[src/rtl/ci_pkg.sv]
// Shared custom-instruction definitions.
// FSM encoding, CI field widths and well-known CI IDs.
package ci_pkg;

  localparam int CI_ID_W = 8;
  localparam int CI_OP_W = 32;

  localparam logic [CI_ID_W-1:0] CI_PROF_ID = 8'd8;

  typedef enum logic [1:0] {
    ST_IDLE  = 2'd0,
    ST_ISSUE = 2'd1,
    ST_WAIT  = 2'd2,
    ST_RESP  = 2'd3
  } ci_state_t;

endpackage

[src/rtl/ci_timeout_counter.sv]
// Latency counter for the CI initiator.
// Counts wait cycles and flags the timeout limit.
module ci_timeout_counter #(
  parameter int LAT_WIDTH      = 16,
  parameter int TIMEOUT_CYCLES = 255
) (
  input  logic                 clock,
  input  logic                 reset,
  input  logic                 clear,
  input  logic                 enable,
  output logic [LAT_WIDTH-1:0] count,
  output logic                 terminal
);

  // Up-counter; clear has priority over enable.
  always_ff @(posedge clock) begin
    if (reset) begin
      count <= '0;
    end else if (clear) begin
      count <= '0;
    end else if (enable) begin
      count <= count + LAT_WIDTH'(1);
    end
  end

  assign terminal = (count == LAT_WIDTH'(TIMEOUT_CYCLES));

endmodule

[src/rtl/ci_initiator.sv]
// CI master: issues one custom instruction per request
// and returns result, latency and timeout status.
module ci_initiator
  import ci_pkg::*;
#(
  parameter int TIMEOUT_CYCLES = 255,
  parameter int LAT_WIDTH      = 16
) (
  input  logic                 clock,
  input  logic                 reset,
  input  logic                 reqValid,
  output logic                 reqReady,
  input  logic [7:0]           reqCiN,
  input  logic [31:0]          reqValueA,
  input  logic [31:0]          reqValueB,
  output logic                 ciStart,
  output logic [7:0]           ciN,
  output logic [31:0]          ciValueA,
  output logic [31:0]          ciValueB,
  input  logic                 ciDone,
  input  logic [31:0]          ciResult,
  output logic                 rspValid,
  input  logic                 rspReady,
  output logic [31:0]          rspResult,
  output logic [LAT_WIDTH-1:0] rspLatency,
  output logic                 rspTimeout
);

  ci_state_t state;
  ci_state_t state_nx;

  logic                 cnt_clr;
  logic                 cnt_en;
  logic [LAT_WIDTH-1:0] cnt;
  logic                 cnt_term;

  logic load_req;
  logic cap_done;
  logic cap_to;
  logic rsp_fire;

  ci_timeout_counter #(
    .LAT_WIDTH      (LAT_WIDTH),
    .TIMEOUT_CYCLES (TIMEOUT_CYCLES)
  ) u_cnt (
    .clock    (clock),
    .reset    (reset),
    .clear    (cnt_clr),
    .enable   (cnt_en),
    .count    (cnt),
    .terminal (cnt_term)
  );

  // State register.
  always_ff @(posedge clock) begin
    if (reset) begin
      state <= ST_IDLE;
    end else begin
      state <= state_nx;
    end
  end

  // Next state and datapath strobes.
  always_comb begin
    state_nx = state;
    cnt_clr  = 1'b0;
    cnt_en   = 1'b0;
    load_req = 1'b0;
    cap_done = 1'b0;
    cap_to   = 1'b0;
    rsp_fire = 1'b0;
    unique case (state)
      ST_IDLE: begin
        if (reqValid) begin
          load_req = 1'b1;
          cnt_clr  = 1'b1;
          state_nx = ST_ISSUE;
        end
      end
      ST_ISSUE: begin
        if (ciDone) begin
          cap_done = 1'b1;
          state_nx = ST_RESP;
        end else begin
          cnt_en   = 1'b1;
          state_nx = ST_WAIT;
        end
      end
      ST_WAIT: begin
        if (ciDone) begin
          cap_done = 1'b1;
          state_nx = ST_RESP;
        end else if (cnt_term) begin
          cap_to   = 1'b1;
          state_nx = ST_RESP;
        end else begin
          cnt_en = 1'b1;
        end
      end
      ST_RESP: begin
        if (rspReady) begin
          rsp_fire = 1'b1;
          state_nx = ST_IDLE;
        end
      end
    endcase
  end

  // Operands: loaded on accept, zeroed on return to idle.
  always_ff @(posedge clock) begin
    if (reset) begin
      ciN      <= '0;
      ciValueA <= '0;
      ciValueB <= '0;
    end else if (load_req) begin
      ciN      <= reqCiN;
      ciValueA <= reqValueA;
      ciValueB <= reqValueB;
    end else if (rsp_fire) begin
      ciN      <= '0;
      ciValueA <= '0;
      ciValueB <= '0;
    end
  end

  // Response capture on done or timeout.
  always_ff @(posedge clock) begin
    if (reset) begin
      rspResult  <= '0;
      rspLatency <= '0;
      rspTimeout <= 1'b0;
    end else if (cap_done) begin
      rspResult  <= ciResult;
      rspLatency <= cnt;
      rspTimeout <= 1'b0;
    end else if (cap_to) begin
      rspResult  <= '0;
      rspLatency <= cnt;
      rspTimeout <= 1'b1;
    end
  end

  assign reqReady = (state == ST_IDLE);
  assign ciStart  = (state == ST_ISSUE);
  assign rspValid = (state == ST_RESP);

endmodule

[config.mk]
export PLATFORM = sky130hd
export DESIGN_NAME = ci_initiator
export DESIGN_NICKNAME = d
export VERILOG_FILES = /design/src/rtl/ci_pkg.sv /design/src/rtl/ci_timeout_counter.sv /design/src/rtl/ci_initiator.sv
export SDC_FILE = /design/constraint.sdc
export NUM_CORES = 1
export LEC_CHECK = 0
export ABC_AREA = 1
export CAP_MARGIN = 25
export CORE_MARGIN = 2
export CORE_UTILIZATION = 46
export DETAILED_ROUTE_END_ITERATION = 6
export GPL_ROUTABILITY_DRIVEN = 0
export PLACE_DENSITY = 0.95
export SLEW_MARGIN = 5
export SYNTH_ARGS = -nofsm -noshare
export SYNTH_HDL_FRONTEND = slang
export SYNTH_HIERARCHICAL = 1
export SYNTH_SLANG_ARGS = --single-unit
[constraint.sdc]
create_clock -name clock -period 5.6 [get_ports clock]
set_input_delay 1.68 -clock clock [delete_from_list [all_inputs] [get_ports clock]]
set_output_delay 1.68 -clock clock [all_outputs]
set_load 0.01 [all_outputs]
After elaboration in Yosys (flattened, before gate mapping)
Index checks and enable logic that the tools add are counted.
{"block": "word_totals", "register_bits": 139, "latch_bits": 0, "mem_bits_rw": 0, "mem_bits_ro": 0, "inputBits": 109, "output_inout_bits": 124, "wordCells": 51, "memories": 0}
{"block": "op_classes", "n_addsub": 1, "multipliers": 0, "n_div": 0, "magnitude_cmp": 0, "n_eq_ne": 7, "shift": 0, "muxes": 28, "bitwise_logic": 0, "reduce_logical": 7}
{"operator": "$mux 32", "count": 5}
{"operator": "$mux 16", "count": 2}
{"operator": "$add 16x1->16 const B", "count": 1}
{"operator": "$eq 16x8->1 const B", "count": 1}
{"operator": "$mux 8", "count": 2}
{"operator": "$mux 1", "count": 13}
{"operator": "$mux 2", "count": 4}
{"operator": "$pmux 2 s4", "count": 1}
{"operator": "$reduce_or 2->1", "count": 3}
{"operator": "$eq 2x2->1 const B", "count": 2}
{"operator": "$reduce_bool 2->1", "count": 2}
{"operator": "$ne 3x3->1 const B", "count": 1}
{"operator": "$reduce_and 3->1", "count": 1}
{"operator": "$eq 2x1->1 const B", "count": 1}
{"operator": "$logic_not 2->1", "count": 1}
{"operator": "$ne 2x1->1 const B", "count": 1}
{"operator": "$ne 2x2->1 const B", "count": 1}
{"operator": "$pmux 1 s2", "count": 1}

Logic depth before layout (Yosys ltp)
{"block": "logic_depth", "depth_word": 6, "ltp_mapped": 15, "depth_no_buf": 14}

Modules after synthesis
The synthesis kept the hierarchy.
{"mod": "ci_initiator", "n_inst": 1, "cells_each": 570, "area_each_um2": 4575.6, "seq_area_each_um2": 2462.4}
{"mod": "ci_timeout_counter", "n_inst": 1, "cells_each": 131, "area_each_um2": 840.8, "seq_area_each_um2": 320.3}

Worst setup path before layout
Ideal clock, no wire load.
{"block": "synth_path", "path_type": "in2reg", "start": "in ciDone", "end": "reg u_cnt.count[13]", "setup_time_ns": 0.118, "t_arrival_ns": 2.639, "required_ns": 5.482, "slack_ns": 2.842, "path_stages": 11, "path_buffers": 1, "cell_sequence": "nor2_1 -> nand2_1 -> a21boi_0 -> buf_4 -> nand2_1 -> inv_1 -> nand2_2 -> nor2_1 -> nand3_1 -> nand2_1 -> nor2_1"}
{"block": "synth_between", "elab_chain_len": 2, "elab_cells_between_ends": 3, "cone_classes": "3 x mux"}
{"item": "start, declared", "line_no": "ci_initiator.sv:20", "rtl": "input logic ciDone,"}
{"item": "$mux 1, on equally long branches", "line_no": "ci_initiator.sv:90, ci_initiator.sv:81"}
{"item": "$pmux 1 s2 *", "line_no": "ci_initiator.sv:72", "rtl": "unique case (state)"}
{"item": "via cnt_en", "line_no": "ci_initiator.sv:33", "rtl": "logic cnt_en;"}
{"item": "end signal, assigned", "line_no": "ci_timeout_counter.sv:22", "rtl": "count <= count + LAT_WIDTH'(1);"}
{"item": "end, declared", "line_no": "ci_timeout_counter.sv:11", "rtl": "output logic [LAT_WIDTH-1:0] count,"}
The timed path passes the listed nets; every way through them passes the cells marked *.
A chain may end at the register's enable or synchronous reset.

Final worst setup path
{"block": "layout_path", "start": "reg state[0]", "end": "out reqReady"}
{"block": "layout_between", "elab_chain_len": 1}
{"item": "start, declared", "line_no": "ci_initiator.sv:29", "rtl": "ci_state_t state;"}
{"item": "start signal, assigned", "line_no": "ci_initiator.sv:59", "rtl": "state <= state_nx;"}
{"item": "$logic_not 2->1", "line_no": "ci_initiator.sv:143", "rtl": "assign reqReady = (state == ST_IDLE);"}
{"item": "end, declared", "line_no": "ci_initiator.sv:12", "rtl": "output logic reqReady,"}
No other way between the ends.

==> metrics.md <==
| Metric | Value |
|---|---|
| Min-delay src | ciN[2]$_SDFFE_PP0P_ |
| Clk_skew | 0.01081 ns |
| Post-synth cell types | 26 |
| DIE WIDTH | 112.5 µm |
| Synthesized instance count | 701 |
| DR vias/cell | 5.370 |
| # hold bufs at CTS | 0 |
| Setup violations, final | 0 |
| Routed wire per std cell | 15.38 µm |
| R2r startpoint | u_cnt/count[0]$_SDFFE_PP0P_ |
| FF/Latch Area | 2783 µm² |
| Chip height | 112.5 µm |
| Core box area | 11470 µm² |
| # diodes | 0 |
| Routed WL | 16320 µm |
| Slowest cell on crit path | clkdlybuf4s50_1 |
| XOR/XNOR Fraction of Synth Area | 0.1617% |
| # DRC | 0 |
| H-Tree Depth | 4 |
| Post-synthesis simple-gate area fraction | 27.51% |
| Via count | 5698 |
| TritonCTS Buffers | 17 |
| Net count after synthesis | 816 |
| RSZ-0062 raised after global routing | false |
| Leak Pwr | 2.955 nW |
| First-pass GRT wire length | 25520 µm |
| Clock root cell | clkbuf_16 |
| CTS tree | yes |
| Crit path cell chain | inv_1 -> ha_1 -> clkdlybuf4s50_1 |
| Hold WS | 0.4767 ns |
| Worst-path clk slew | 0.05 ns |
| Maximum fanout along the worst path | 5 |
| Post-route ant nets | 0 |
| Syn avg cell area | 7.727 µm² |
| Yosys top cell by area | dfxtp_1 |
| Maxcap violations | 0 |
| Status | finished, final reports clean |
| Rows | 39 |
| Crit path DAT | 1.72 ns |
| Critical path required time | 3.92 ns |
| Largest stage delay on the critical path | 0.58 ns |
| Peak supply drop | 0.3054 mV |
| Drt pass-1 iters | 5 |
| Slew headroom | 48.84% |
| WS Path Type | flip-flop to output pin |
| CP Launch Point | state[0]$_SDFFE_PP0P_ |
| Clk buf depth | 2 |
| Die area | 12660 µm² |
| Resized Gates After CTS | 0 |
| Area Overhead vs Synth | 51.84% |
| Post-Syn Area | 5416 µm² |
| #FFs+latches synth | 139 |
| Detailed Place HPWL | 10700 µm |
| Setup crit start kind | flip-flop |
| Top-area cell type share of the netlist area | 51.37% |
| Yosys warnings | 6 |
| I/O pins | 233 |
| P per Cell Area | 395.1 nW/µm² |
| Final Cycle Share | 60.70% |
| Endpoints failing hold | 0 |
| Iter 0 DRT Violations | 663 |
| Final net count | 1024 |
| Crit. End Element | output pin |
| Initial Util | 47.23% |
| Max Slew Vio Count | 0 |
| Congestion Overflow GR | 0 |
| Area of the multi-input gates | 2285 µm² |
| Post-Synth Adder-Cell Area | 1.386% |
| Vias in the first global route | 5189 |
| Post-synthesis mux area share | 0% |
| Post-CTS Repair Setup Buffers | 0 |
| Setup total negative slack | 0 ns |
| Highest Clock Rate | 294.2 MHz |
| Antenna violations before repair | 0 |
| Worst-Skew Late Latency | 0.41 ns |
| Min Tclk post-route | 3.399 ns |
| Compound-gate portion of the synthesized area | 13.07% |
| HP Class | flip-flop to flip-flop |
| Layout fillers | 850 |
| Pin count of the biggest net entering global routing | 73 |
| Port Buffers | 232 |
| Worst-Margin Slew | 0.7674 ns |
| Total GRT Usage | 25.00% |
| Post-synthesis sequential area ratio | 51.37% |
| Largest family of logic cells by synthesized area | simple AND/OR/NAND/NOR gates |
| Clock Sinks | 139 |
| Fraction of layout cells with a size suffix above 1 | 5.011% |
| Ranking of synthesized cells by area | dfxtp_1 51%, nand3_1 12%, a21oi_1 12% |
critical path, delay by kind of cell, from the launching register on:
| kind | cells | cell delay [ns] |
|---|---|---|
| adders and majority gates | 1 | 0.23 |
| buffers and inverters | 2 | 0.73 |
| DFF | 1 | 0.34 |
stage by stage:
stage	util, %	power [mW]	std cells	setup slack, ns	area [µm²]
2_1_floorplan	-	1.797	701	2.842	5416
3_3_place_gp	67.26	2.252	1033	2.162	7712
3_5_place_dp	67.26	2.273	1033	2.093	7712
4_1_cts	71.72	3.262	1061	2.182	8224
5_1_grt	71.72	3.419	1061	2.133	8224
6_report	71.72	3.250	1061	2.201	8224
metal layers:
metal	wire length [µm]	global-route usage, %
met3	1117	6.263
met2	7991	40.28
met5	0	0
met4	658	13.90
met1	6552	30.67
report_power, final:
part | internal, mW | switching (mW) | leakage [nW]
clock network | 0.602 | 0.382 | 0.248
registers | 1.14 | 0.0860 | 1.13
logic | 0.478 | 0.557 | 1.57
total | 2.22 | 1.02 | 2.96
cell usage after synthesis:
cell      count
nor2_2        4
nor4b_1       1
nor3_1        2
ha_1          6
clkbuf_1     14
dfxtp_1     139
buf_1         5
a21oi_1     127
o21bai_1      1
buf_6         3
nor2_1       32
nand3_1     133
xor2_1        1
nand2_1     160
a21boi_0      1
inv_1        22
buf_4         5
o21bai_2      1
nand3_2       1
o21ai_1       2
a31oi_1       1
nand4_1       3
nand2_2       5
o21ai_0       6
inv_2         3
buf_2        23
kinds of logic (layout without fill, tap and decap cells):
| family | Yosys count | count (layout) |
|---|---|---|
| buf+inv | 75 | 292 |
| xor+xnor | 1 | 1 |
| flops | 139 | 139 |
| compound gates | 139 | 139 |
| simple gates | 341 | 341 |
| fa+ha+maj | 6 | 6 |
cell type report:
cell class / instances / share of cell area, %
Tap cell: 143 / 2.176
Timing Repair Buffer: 239 / 28.85
Multi-Input combinational cell: 487 / 27.78
Sequential cell: 139 / 33.84
Clock buffer: 26 / 6.070
Clock inverter: 2 / 0.1521
Inverter: 25 / 1.141
registers in the layout, summed over array words and instances (netlist names):
name         cells
ciValueB        32
state            2
u_cnt/count     16
rspResult       32
ciN              8
ciValueA        32
rspLatency      16
rspTimeout       1
final timing paths:
| path | cells after the start | endpoint | slack (ns) |
|---|---|---|---|
| setup / recovery | 3 | reqReady | 2.20 |
| hold / removal | 2 | ciN[2]$_SDFFE_PP0P_ | 0.48 |
| setup reg to reg | 8 | rspLatency[1]$_SDFFE_PP0P_ | 2.54 |
| hold reg to reg | 2 | ciN[2]$_SDFFE_PP0P_ | 0.48 |
cell usage in the layout, fill, tap and decap left out, types with 2 or more instances in the layout:
cell type,count
clkdlybuf4s50_1,231
nand2_1,159
dfxtp_1,139
nand3_1,133
a21oi_1,127
nor2_1,32
inv_1,22
clkbuf_16,17
buf_4,8
nand2_2,6
ha_1,6
o21ai_0,6
clkbuf_1,5
clkbuf_8,4
nor2_2,4
inv_2,3
nand4_1,3
nor3_1,2
o21ai_1,2
No activity file was read; power rests on OpenSTA's default activity.
